File: config.mk
export PLATFORM = sky130hd
export DESIGN_NAME = keypad_scanner
export DESIGN_NICKNAME = d
export VERILOG_FILES = /design/src/rtl/keypad_pkg.sv /design/src/rtl/scan_tick_gen.sv /design/src/rtl/keypad_scanner.sv
export SDC_FILE = /design/constraint.sdc
export NUM_CORES = 1
export LEC_CHECK = 0
export BUFFER_PORTS_ARGS = -buffer_cell sky130_fd_sc_hd__buf_2
export CAP_MARGIN = 30
export CELL_PAD_IN_SITES_DETAIL_PLACEMENT = 1
export CELL_PAD_IN_SITES_GLOBAL_PLACEMENT = 2
export CORE_UTILIZATION = 40
export CTS_CLUSTER_DIAMETER = 60
export DETAILED_ROUTE_END_ITERATION = 10
export HOLD_SLACK_MARGIN = 0.05
export PLACE_DENSITY = 0.9
export SLEW_MARGIN = 20
export SYNTH_ARGS = -nofsm -noshare
export SYNTH_HDL_FRONTEND = slang
export SYNTH_SLANG_ARGS = --single-unit
File: constraint.sdc
create_clock -name clk_50M -period 5 [get_ports clk_50M]
set_input_delay 0.5 -clock clk_50M [delete_from_list [all_inputs] [get_ports clk_50M]]
set_output_delay 0.5 -clock clk_50M [all_outputs]
set_load 0.02 [all_outputs]
File: src/rtl/keypad_pkg.sv
// Shared types and constants for the 4x4 matrix keypad scanner.
package keypad_pkg;

  typedef enum logic [1:0] {SCAN, DEBOUNCE, PRESSED, RELEASE} state_t;

  localparam logic [3:0] ROW_RESET = 4'b1110;
  localparam logic [3:0] COL_IDLE  = 4'b1111;
  localparam int         KEY_W     = 4;

  // Lowest-numbered active-low column; only meaningful when col != COL_IDLE.
  function automatic logic [1:0] lowest_zero(input logic [3:0] col);
    if (!col[0])      return 2'd0;
    else if (!col[1]) return 2'd1;
    else if (!col[2]) return 2'd2;
    else              return 2'd3;
  endfunction

  function automatic logic [3:0] row_drive(input logic [1:0] r);
    return ~(4'b0001 << r);
  endfunction

endpackage

File: src/rtl/scan_tick_gen.sv
// Free-running divider producing a one-cycle scan tick every CLK_DIV clocks.
module scan_tick_gen
  import keypad_pkg::*;
#(
  parameter int CLK_DIV = 50000
) (
  input  logic clk_50M,
  input  logic rst,
  output logic tick
);

  localparam int CW = (CLK_DIV > 1) ? $clog2(CLK_DIV) : 1;
  localparam logic [CW-1:0] LAST = CW'(CLK_DIV - 1);

  logic [CW-1:0] cnt;

  always_ff @(posedge clk_50M) begin
    if (rst)              cnt <= '0;
    else if (cnt == LAST) cnt <= '0;
    else                  cnt <= cnt + 1'b1;
  end

  assign tick = (cnt == LAST);

endmodule

File: src/rtl/keypad_scanner.sv
// 4x4 active-low keypad scanner: row rotation, column sync, debounce, one code per press.
// Optional auto-repeat while held is enabled by defining KEYPAD_REPEAT_EN.
module keypad_scanner
  import keypad_pkg::*;
#(
  parameter int CLK_DIV        = 50000,
  parameter int DEBOUNCE_TICKS = 20,
  parameter int REPEAT_DELAY   = 500,
  parameter int REPEAT_PERIOD  = 100
) (
  input  logic             clk_50M,
  input  logic             rst,
  input  logic [3:0]       COL,
  output logic [3:0]       ROW,
  output logic [KEY_W-1:0] key_code,
  output logic             key_valid,
  output logic             key_held
);

  localparam int CNT_MAX_A = (DEBOUNCE_TICKS > REPEAT_DELAY) ? DEBOUNCE_TICKS : REPEAT_DELAY;
  localparam int CNT_MAX   = (CNT_MAX_A > REPEAT_PERIOD) ? CNT_MAX_A : REPEAT_PERIOD;
  localparam int CNT_W     = $clog2(CNT_MAX + 1);
  localparam logic [CNT_W-1:0] DB_LAST = CNT_W'(DEBOUNCE_TICKS - 1);

  logic             tick;
  logic [3:0]       col_s1, col_s2;
  state_t           state;
  logic [1:0]       r, c;
  logic [CNT_W-1:0] cnt;

`ifdef KEYPAD_REPEAT_EN
  localparam logic [CNT_W-1:0] RD_TGT = CNT_W'(REPEAT_DELAY);
  localparam logic [CNT_W-1:0] RP_TGT = CNT_W'(REPEAT_PERIOD);
  logic [CNT_W-1:0] rep_cnt;
  logic             rep_phase;
`endif

  scan_tick_gen #(.CLK_DIV(CLK_DIV)) u_tick (
    .clk_50M (clk_50M),
    .rst     (rst),
    .tick    (tick)
  );

  always_ff @(posedge clk_50M) begin
    if (rst) begin
      col_s1    <= COL_IDLE;
      col_s2    <= COL_IDLE;
      state     <= SCAN;
      r         <= 2'd0;
      c         <= 2'd0;
      cnt       <= '0;
      ROW       <= ROW_RESET;
      key_code  <= '0;
      key_valid <= 1'b0;
      key_held  <= 1'b0;
`ifdef KEYPAD_REPEAT_EN
      rep_cnt   <= '0;
      rep_phase <= 1'b0;
`endif
    end else begin
      col_s1    <= COL;
      col_s2    <= col_s1;
      key_valid <= 1'b0;
      if (tick) begin
        case (state)
          SCAN: begin
            if (col_s2 != COL_IDLE) begin
              c     <= lowest_zero(col_s2);
              cnt   <= '0;
              state <= DEBOUNCE;
            end else begin
              r   <= r + 2'd1;
              ROW <= row_drive(r + 2'd1);
            end
          end
          DEBOUNCE: begin
            if (!col_s2[c]) begin
              if (cnt == DB_LAST) begin
                state     <= PRESSED;
                key_code  <= {r, c};
                key_valid <= 1'b1;
                key_held  <= 1'b1;
`ifdef KEYPAD_REPEAT_EN
                rep_cnt   <= '0;
                rep_phase <= 1'b0;
`endif
              end else begin
                cnt <= cnt + 1'b1;
              end
            end else begin
              state <= SCAN;
              r     <= r + 2'd1;
              ROW   <= row_drive(r + 2'd1);
            end
          end
          PRESSED: begin
            if (col_s2[c]) begin
              cnt   <= '0;
              state <= RELEASE;
            end
`ifdef KEYPAD_REPEAT_EN
            // Repeat counter survives a RELEASE bounce; it only clears on a fresh accept.
            else if (CNT_W'(rep_cnt + 1'b1) == (rep_phase ? RP_TGT : RD_TGT)) begin
              key_valid <= 1'b1;
              rep_cnt   <= '0;
              rep_phase <= 1'b1;
            end else begin
              rep_cnt <= rep_cnt + 1'b1;
            end
`endif
          end
          RELEASE: begin
            if (col_s2[c]) begin
              if (cnt == DB_LAST) begin
                key_held <= 1'b0;
                state    <= SCAN;
                r        <= r + 2'd1;
                ROW      <= row_drive(r + 2'd1);
              end else begin
                cnt <= cnt + 1'b1;
              end
            end else begin
              state <= PRESSED;
            end
          end
          default: state <= SCAN;
        endcase
      end
    end
  end

endmodule

Word level (Yosys, flattened, before mapping):

Index checks and enable logic that the tools add are counted.
W data, S select, Z words.

* logic and storage cells: 81
* output and inout bits: 10
* register bits after elaboration: 49

* magnitude comparators: 1
* shift-type cells: 1
* multiplexer cells: 34
* add/sub/neg operators: 3
* reduce and logical (&&, ||, !) cells: 11
* eq/ne operators: 16
* bitwise operators: 4

Operator list (count)
* $mux W9: 5
* $pmux W9 S4: 1
* $mux W2: 12
* $add A16 B1 Y16 const B: 1
* $eq A16 B16 Y1 const B: 1
* $mux W4: 4
* $ne A2 B2 Y1 const B: 8
* $pmux W4 S3: 1
* $reduce_and A6 Y1: 2
* $reduce_and A5 Y1: 2
* $add A9 B1 Y9 const B: 1
* $eq A9 B5 Y1 const B: 1
* $pmux W2 S4: 1
* $mux W1: 7
* $ne A3 B3 Y1 const B: 2
* $pmux W2 S3: 1
* $eq A2 B2 Y1 const B: 2
* $ne A4 B4 Y1 const B: 1
* $not A4 Y4: 1
* $reduce_and A4 Y1: 1
* $reduce_or A4 Y1: 1
* $shl A1 B2 Y4 const A: 1
* $lt A2 B3 Y1 const B: 1
* $not A1 Y1: 3
* 9 further kinds: 9

Longest topological paths before layout:

* depth after elaboration: 6
* gate-level depth with buffers: 8
* depth with buffers taken out: 6

By module:

From an unflattened synthesis, not the netlist that was laid out.

* cell total of the unflattened synthesis: 238
* area, all modules: 2244.7 um^2

By module, submodules not included
* keypad_scanner: cells each 157, area an instance 1486.4 um^2, times used 1, seq. area each 660.6 um^2
* scan_tick_gen: cells each 81, area an instance 758.2 um^2, times used 1, seq. area each 320.3 um^2

Least setup slack after synthesis:

No wires, ideal clock.

* kind: register -> register
* start point: reg u_tick.cnt[5]
* end point: reg key_code[0]
* setup time: 0.128 ns
* data arrival time: 2.168 ns
* required time: 4.872 ns
* path slack: 2.705 ns
* cell stages (with the launch flop): 7
* buffers on the path: 1
* cells stage by stage: dfxtp_1 or4b_4 or4_4 buf_6 nor4_4 mux2i_1 nor2_1

* cells in the longest elaborated chain, start to end: 2

Ends and longest elaborated chain
* start, declared: line scan_tick_gen.sv:15 `logic [CW-1:0] cnt;`
* start signal, assigned: line scan_tick_gen.sv:20 `else cnt <= cnt + 1'b1;`
* $eq A16 B16 Y1: line scan_tick_gen.sv:23 `assign tick = (cnt == LAST);`
* $reduce_and A4 Y1 (no line)
* end signal, assigned: line keypad_scanner.sv:80 `key_code <= {r, c};`
* end, declared: line keypad_scanner.sv:15 `output logic [KEY_W-1:0] key_code,`

Every way passes these cells.
A chain may end at the register's enable or synchronous reset.

Final worst setup path:

* start point: reg u_tick.cnt[5]
* end point: reg cnt[8]

* cells in the longest elaborated chain, start to end: 2

Ends and longest elaborated chain
* $eq A16 B16 Y1: line scan_tick_gen.sv:23
* $reduce_and A5 Y1 (no line)
* end signal, assigned: line keypad_scanner.sv:88 `cnt <= cnt + 1'b1;`
* end signal, assigned: line keypad_scanner.sv:120 `cnt <= cnt + 1'b1;`
* end, declared: line keypad_scanner.sv:29 `logic [CNT_W-1:0] cnt;`

Every way passes these cells.

==> flow_summary.toml <==
[sta]
max_freq_mhz = 388.6
final-hold-violation-count = 0
fin_crit_ns = 2.573
tns_ns = 0
slew_headroom_pct = 45.47
rsz0062_at_grt = "no"
tightest_slew_ns = 0.8130
fin_skew_ns = 0.006903
finalSetupViolations = 0
maxSlewViolCount = 0
fin_ws_ns = 2.427
finalCritPeriodShare_pct = 51.46

[floorplanning]
io_pins = 16
die_h_um = 76.03
core_area_um2 = 5205
start_util_pct = 42.12
rows = 26
die_area_um2 = 5781
die_x_um = 76.03

[critical_path]
path_class = "reg2reg"
rr_endpoint = "cnt[8]"
crit_fanout = 16
startpoint_type = "flop"
critPathRequiredTime_ns = 5.24
r2r_slack_ns = 2.43
crit_arrival_ns = 2.81
end_kind = "flop"
r2r_cells = 5
r2r_start = "u_tick.cnt[5]"

[worst_hold_path]
hold_path.class = "in2reg"
whs_path_depth = 2
hold_start = "COL[0]"
hold_end = "col_s1[0]"

[yosys]
yosys_warnings = 0
synth_edf_count = 0
async_flop_share_pct = 0
syn_avg_cell_area_um2 = 9.211
syn_nets = 250
syn_inst = 238
synth_area_um2 = 2192
ys.flop_type = "dfxtp_1"
ys_ff_latch = 49
synth.distinct_cells = 42
yosysSeqAreaShare_pct = 44.75

[routing]
dr.pass1.iters = 4
ant_nets = 0
wirelength_um = 4460
dr_total_vias = 1687
drt_iter0_drc = 74
drc = 0
drt-vias-per-instance = 5.223
wire_per_inst_um = 13.81

[cts]
cts-hold-fix-buffers = 0
clkTransAtPathRegs_ns = 0.09
cts_resized = 0
cts.sinks = 49
cts-buffers-inserted = 5
cts_tree = "done"
cts.path.max_buffers = 2
postCtsSetupBuffers = 0
htreeDepth = 2
cts_root_buffer = "clkbuf_8"
insertion_delay_ns = 0.31

[power_and_ir_drop]
ir_drop_mv = 0.2332
power_density_nw_per_um2 = 281.9
p_int_uw = 521.5
p_switching_uw = 161.3
pwr-share-seq_pct = 58.7
swShare_pct = 23.63
clock_power_share_pct = 37.5
comb_power_share_pct = 3.8
leakagePower_uw = 0.0008990

[placed_design]
place_ws_ns = 2.245
hpwl_um = 3119
gp_congestion = 0.7406
dpl_cell_area_um2 = 2316
port_buffers = 15

[finish]
fin_area_um2 = 2422
area_growth_pct = 10.50
nets = 264
postLayoutCoreUtil_pct = 46.54
final_cell_mix = "49 x dfxtp_1, 31 x nor2_1, 15 x nand3_1, 15 x buf_2, 12 x nand2_1"
diodes = 0
final_common_cell = "dfxtp_1"
drive_gt1_share_pct = 16.21

[global_route]
grt_usage_pct = 17.18
grt_pass1_vias = 1745
grt_max_degree = 25
overflow = 0
grt_pass1_wl_um = 8059
antenna_found_initial = 0

[status]
outcome = "finished, final reports clean"

[job]
drv_cap = 0
## registers in the layout, indices dropped and copies added (netlist names), named ones only
register,count
u_tick.cnt,16
state,1
ROW,4
col_s1,4
key_code,4
cnt,9
key_held,1
c,2
col_s2,4
r,2
key_valid,1
## stage by stage
| step | hold slack (ns) | total power, µW | instances |
|---|---|---|---|
| final | 0.3698 | 682.8 | 323 |
| after global routing | 0.3525 | 708.9 | 323 |
| after CTS | 0.3555 | 691.8 | 323 |
| after detailed placement | 0.3984 | 436.0 | 315 |
| after global placement | 0.3928 | 435.1 | 315 |
| after floorplan | 0.3895 | 427.6 | 238 |
## layer usage
metal / wire length [µm] / track usage, % / part of all wire, %
met1: 2133 / 21.05 / 48
met2: 2139 / 29.91 / 48
met3: 116 / 3.234 / 2.6
met4: 70 / 6.346 / 1.6
met5: 0 / 0 / 0
## critical path, cell delays in order (launching register included)
cell and delay (ns):
dfxtp_1 0.36, or4b_4 0.57, nor4_4 0.39, o2111ai_2 0.42, or4_1 0.61, a21oi_1 0.15
## synth_stat cells (4+ instances only)
library cell / n / area, µm²
nand3_1: 15 / 75.07
dfxtp_1: 49 / 980.9
or2_2: 9 / 56.30
xor2_1: 7 / 61.31
mux2i_1: 11 / 110.1
inv_1: 11 / 41.29
nor3_1: 8 / 40.04
a21oi_1: 11 / 55.05
and3_1: 4 / 25.02
xnor2_1: 8 / 70.07
or3_1: 7 / 43.79
nor2_1: 31 / 116.4
clkbuf_1: 6 / 22.52
nand4_1: 5 / 31.28
nand2_1: 12 / 45.04
ha_1: 6 / 75.07
o21ai_0: 7 / 35.03
## cells by family after synthesis
logic type / synth area share, %
buffers and inverters: 3.653
DFF: 44.75
AOI/OAI and AO/OA: 7.135
xor gates and xnor gates: 5.993
and+or+nand+nor: 29.00
adders and majority gates: 3.425
muxes: 6.050
## power by group through the flow
stage / logic [µW] / clock network, µW / registers [µW]
5_1_grt: 30.4 / 277 / 401
4_1_cts: 26.8 / 264 / 401
3_5_place_dp: 26.2 / 0 / 410
6_report: 26.2 / 256 / 401
2_1_floorplan: 17.3 / 0 / 410
3_3_place_gp: 25.8 / 0 / 409
## cell type report
cell class | instances | area (µm²)
fillers | 644 | 2783
repair buffers | 15 | 75.07
inverters | 11 | 41.29
clock buffers | 6 | 82.58
multi-input cells | 170 | 1137
well taps | 70 | 87.58
clock inverters | 2 | 17.52
flip-flops and latches | 49 | 980.9
## how the worst max path moves through the flow
stage / from / endpoint / slack (ns) / depth (start not counted)
6_report: u_tick.cnt[5] / cnt[8] / 2.43 / 5
5_1_grt: u_tick.cnt[0] / cnt[8] / 2.22 / 6
4_1_cts: u_tick.cnt[5] / cnt[8] / 2.20 / 5
3_5_place_dp: u_tick.cnt[5] / cnt[8] / 2.25 / 5
3_3_place_gp: u_tick.cnt[5] / cnt[8] / 2.32 / 5
2_1_floorplan: u_tick.cnt[5] / key_code[0] / 2.70 / 6
No activity file was read; power rests on OpenSTA's default activity.
